[config.mk]
export PLATFORM = sky130hd
export DESIGN_NAME = decode_bypass_stage
export DESIGN_NICKNAME = d
export VERILOG_FILES = /design/src/rtl/decode_bypass_stage.sv
export SDC_FILE = /design/constraint.sdc
export NUM_CORES = 1
export LEC_CHECK = 0
export BUFFER_PORTS_ARGS = -buffer_cell sky130_fd_sc_hd__buf_4
export CORE_AREA = 2 2 147 149
export DETAILED_ROUTE_END_ITERATION = 8
export DIE_AREA = 0 0 149 151
export MAX_ROUTING_LAYER = met4
export PLACE_DENSITY = 0.76
export SLEW_MARGIN = 40
export SYNTH_ARGS = -nofsm -noshare
export SYNTH_HDL_FRONTEND = slang
export SYNTH_SLANG_ARGS = --single-unit
[constraint.sdc]
create_clock -name clk -period 4 [get_ports clk]
set_input_delay 0.8 -clock clk [delete_from_list [all_inputs] [get_ports clk]]
set_output_delay 0.8 -clock clk [all_outputs]
set_load 0.01 [all_outputs]
[src/rtl/decode_bypass_stage.sv]
// Decode/operand-read stage: forwarding bypass, one-entry skid, registered output.
// DECODE_BYPASS_SNOOP_EN: refresh held output operands from forwarding ports.
module decode_bypass_stage #(
    parameter int XLEN      = 32,
    parameter int RADDR_W   = 5,
    parameter int PAYLOAD_W = 64,
    parameter int NUM_FWD   = 2
) (
    input  logic                       clk,
    input  logic                       rst,
    input  logic                       u_valid,
    output logic                       u_stall,
    input  logic [RADDR_W-1:0]         in_rs1,
    input  logic [RADDR_W-1:0]         in_rs2,
    input  logic [RADDR_W-1:0]         in_rd,
    input  logic [PAYLOAD_W-1:0]       in_payload,
    output logic [RADDR_W-1:0]         read0_addr,
    output logic [RADDR_W-1:0]         read1_addr,
    input  logic [XLEN-1:0]            read0_val,
    input  logic [XLEN-1:0]            read1_val,
    input  logic [NUM_FWD-1:0]         fwd_valid,
    input  logic [NUM_FWD*RADDR_W-1:0] fwd_rd,
    input  logic [NUM_FWD*XLEN-1:0]    fwd_val,
    input  logic                       flush,
    output logic                       d_valid,
    input  logic                       d_stall,
    output logic [RADDR_W-1:0]         out_rs1,
    output logic [RADDR_W-1:0]         out_rs2,
    output logic [RADDR_W-1:0]         out_rd,
    output logic [XLEN-1:0]            out_rs1val,
    output logic [XLEN-1:0]            out_rs2val,
    output logic [PAYLOAD_W-1:0]       out_payload
);

    logic                 skidValid;
    logic [RADDR_W-1:0]   skidRs1;
    logic [RADDR_W-1:0]   skidRs2;
    logic [RADDR_W-1:0]   skidRd;
    logic [PAYLOAD_W-1:0] skidPayload;

    logic                 curValid;
    logic [RADDR_W-1:0]   curRs1;
    logic [RADDR_W-1:0]   curRs2;
    logic [RADDR_W-1:0]   curRd;
    logic [PAYLOAD_W-1:0] curPayload;
    logic [XLEN-1:0]      curRs1Val;
    logic [XLEN-1:0]      curRs2Val;
    logic [XLEN-1:0]      heldRs1Val;
    logic [XLEN-1:0]      heldRs2Val;

    // Lowest index wins because it is assigned last; x0 always reads as zero.
    function automatic logic [XLEN-1:0] resolve(
        input logic [RADDR_W-1:0] addr,
        input logic [XLEN-1:0]    base
    );
        logic [XLEN-1:0] r;
        r = base;
        for (int i = NUM_FWD - 1; i >= 0; i--) begin
            if (fwd_valid[i] && fwd_rd[i*RADDR_W +: RADDR_W] == addr)
                r = fwd_val[i*XLEN +: XLEN];
        end
        if (addr == '0)
            r = '0;
        return r;
    endfunction

    assign u_stall = skidValid;

    always_comb begin
        curValid   = u_valid;
        curRs1     = in_rs1;
        curRs2     = in_rs2;
        curRd      = in_rd;
        curPayload = in_payload;
        if (skidValid) begin
            curValid   = 1'b1;
            curRs1     = skidRs1;
            curRs2     = skidRs2;
            curRd      = skidRd;
            curPayload = skidPayload;
        end
    end

    assign read0_addr = curRs1;
    assign read1_addr = curRs2;
    assign curRs1Val  = resolve(curRs1, read0_val);
    assign curRs2Val  = resolve(curRs2, read1_val);

`ifdef DECODE_BYPASS_SNOOP_EN
    assign heldRs1Val = d_valid ? resolve(out_rs1, out_rs1val) : out_rs1val;
    assign heldRs2Val = d_valid ? resolve(out_rs2, out_rs2val) : out_rs2val;
`else
    assign heldRs1Val = out_rs1val;
    assign heldRs2Val = out_rs2val;
`endif

    always_ff @(posedge clk) begin
        if (rst) begin
            d_valid     <= 1'b0;
            skidValid   <= 1'b0;
            skidRs1     <= '0;
            skidRs2     <= '0;
            skidRd      <= '0;
            skidPayload <= '0;
            out_rs1     <= '0;
            out_rs2     <= '0;
            out_rd      <= '0;
            out_rs1val  <= '0;
            out_rs2val  <= '0;
            out_payload <= '0;
        end else if (flush) begin
            d_valid   <= 1'b0;
            skidValid <= 1'b0;
        end else if (!d_stall) begin
            d_valid     <= curValid;
            skidValid   <= 1'b0;
            out_rs1     <= curRs1;
            out_rs2     <= curRs2;
            out_rd      <= curRd;
            out_rs1val  <= curRs1Val;
            out_rs2val  <= curRs2Val;
            out_payload <= curPayload;
        end else begin
            // Skid keeps addresses only; operands are re-read when it drains.
            skidValid   <= curValid;
            skidRs1     <= curRs1;
            skidRs2     <= curRs2;
            skidRd      <= curRd;
            skidPayload <= curPayload;
            out_rs1val  <= heldRs1Val;
            out_rs2val  <= heldRs2Val;
        end
    end

endmodule

==> out/results.txt <==
status: finished, final reports clean
post-route minimum period: 2.93 ns
busiest grt layer: met2
Crit Path Category: flip-flop to flip-flop
Slew HR: 48.3%
Worst setup SP type: flip-flop
nature of the critical path endpoint: flip-flop
Final Max Slew Viols: 0
post-DP HPWL: 22.1 mm
RSZ-0062 raised after global routing: false
initial core utilization: 46.7%
Ports: 379
Worst-Margin Slew: 0.776 ns
final critical-path share of the clock period: 73.1%
CTS tree: done
synthesized area: 0.00972 mm2
initial antenna violation count: 3
Max-cap violations: 0
core area: 0.0208 mm2
synthesis-to-finish area growth: 38.3%
GR Util All Layers: 27.3%
post-synth top area share: 46.1%
Post-CTS Setup Bufs: 0
drt initial violations: 411
number of global-route vias before repair: 8,821
DRC viols: 0
Final Cell Area: 0.0134 mm2
leakage power: 5.91 nW
H-tree Lvls: 1
crit-path max FO: 18
Buf/Inv on CP: 1
global routing usage on met3: 9.22%
PD cells: 401 mW/mm2
most frequent cells in the layout: 390 x buf_4, 223 x dfxtp_1, 202 x nand2_1
R2R Setup Slk: 1.07 ns
hold buffer count at cts: 0
area leader, netlist: dfxtp_1
synth top area cells: dfxtp_1 46%, mux2i_1 14%, nand2_1 7.8%
largest net degree at the start of global routing: 159
Syn Inst Count: 1,058
Vias/cell: 5.37
placed cell area: 0.0127 mm2
vias post-DR: 9,049
Worst EP arrival: 3.29 ns
Fill cells: 1,782
Root Buffer: clkbuf_16
RePlAce Congestion: 0.897
die area: 0.0225 mm2
first-pass GRT wire length: 47.2 mm
CTS Buffer Depth: 3
met1 Resource Use GR: 30.4%
die width: 149 um
Synth Area per Inst: 9.19 um2
YS warnings: 0
final setup violating endpoints: 0
Fin. Hold Viols: 0
Routed WL: 31.7 mm
final setup TNS: 0 ns
total grt overflow: 0
post_cts resized: 0
hold crit path type: flip-flop to flip-flop
commonest non-fill, non-tap cell in the layout: buf_4
Reg clk slew, reported paths: 0.06 ns
clock latency at the later pin of the worst-skew pair: 0.51 ns
antenna viol nets, final: 0
syn nets: 1,282
maximum clock rate: 342 MHz
number of synthesized register bits: 224
post-synthesis sequential area ratio: 46.1%
WP data required: 4.36 ns
VDD IR max: 386 uV
layout cell share with drive strength beyond 1: 32.2%
Final nets: 1,616
Inserted Clock Buffers: 24
IO buf count: 378
DR WL/cell: 18.8 um
clock skew: 0.0142 ns
worst path cell trace: mux2i_2 > xnor2_1 > nor4_2 > nand3_2 > buf_4 > mux2i_1 > o221ai_1
total iterations of the first detailed-routing run: 5
Die H: 151 um
crit-path leading delay family: simple AND/OR/NAND/NOR gates
Slowest-stage cell, CP: nand3_2
CP max stage delay: 0.59 ns
met2 Use GR: 44.7%
Clock Sink Count: 224
library cells used by synthesis: 29
Std-Cell Rows: 53
## where the power goes
part / switching (mW) / total [mW] / internal, mW
Combinational: 0.413 / 0.840 / 0.426
Clock: 0.883 / 2.12 / 1.24
Sequential: 0.0728 / 2.43 / 2.36
Total: 1.37 / 5.40 / 4.03
## logic make-up after synthesis
logic type / after synthesis / synth area share [%]
muxes: 143 / 15.5
buffers and inverters: 99 / 5.10
DFF: 224 / 46.1
xor gates and xnor gates: 20 / 1.80
AOI/OAI and AO/OA: 225 / 16.4
and+or+nand+nor: 347 / 15.0
## metal layers
layer  part of all wire [%]  up-vias
met5                      0        -
li1                       -     4404
met2                     49      316
met3                    9.6       66
met1                     38     4263
met4                    4.0        0
## Yosys cell counts (all sizes together)
library cell	number
a211oi	89
a21oi	70
a31oi	2
nor3	3
mux2i	143
nor2b	2
nor2	93
nor4	4
dfxtp	224
nand2	202
clkbuf	57
nand3	4
nor3b	1
o221ai	64
xnor2	16
inv	10
nand2b	35
xor2	4
or2	1
buf	32
nand3b	2
## flip-flops by register name, indices dropped and copies added, names as in the netlist
name,count
d_valid,1
out_payload,64
out_rd,5
out_rs1,5
out_rs1val,32
out_rs2,5
out_rs2val,32
skidPayload,64
skidRd,5
skidRs1,5
skidRs2,5
u_stall,1
## worst paths after layout
path | start | to | cells after the start
max | u_stall | out_rs1val[22] | 7
min | skidPayload[27] | skidPayload[27] | 2
max reg2reg | u_stall | out_rs1val[22] | 7
min reg2reg | skidPayload[27] | skidPayload[27] | 2
## tightest hold or removal path: stages (launching register included)
cell and delay [ns]:
dfxtp_1 0.30, nand2_1 0.05, a21oi_1 0.05
## final cells by class
class	count	area, um2	area share (%)
Inverter	10	37.5	0.279
Clock buffer	36	727	5.41
Timing Repair Buffer	397	3060	22.7
Tap cell	275	344	2.56
Clock inverter	3	17.5	0.130
Sequential cell	224	4490	33.4
Antenna cell	4	10.0	0.0745
Multi-Input combinational cell	735	4760	35.4
## metrics by stage
| step | hold slack [ns] | util [%] | setup WS [ns] | total power, mW | std cells |
|---|---|---|---|---|---|
| finish | 0.452 | 64.6 | 1.07 | 5.40 | 1684 |
| global route | 0.469 | 64.6 | 0.909 | 5.61 | 1683 |
| CTS | 0.455 | 64.5 | 1.10 | 5.44 | 1680 |
| detailed placement | 0.447 | 60.9 | 0.869 | 3.32 | 1641 |
| global placement | 0.441 | 60.5 | 0.945 | 3.29 | 1637 |
| floorplan | 0.436 | - | 1.75 | 2.87 | 1058 |
(Power assumes the default switching activity.)
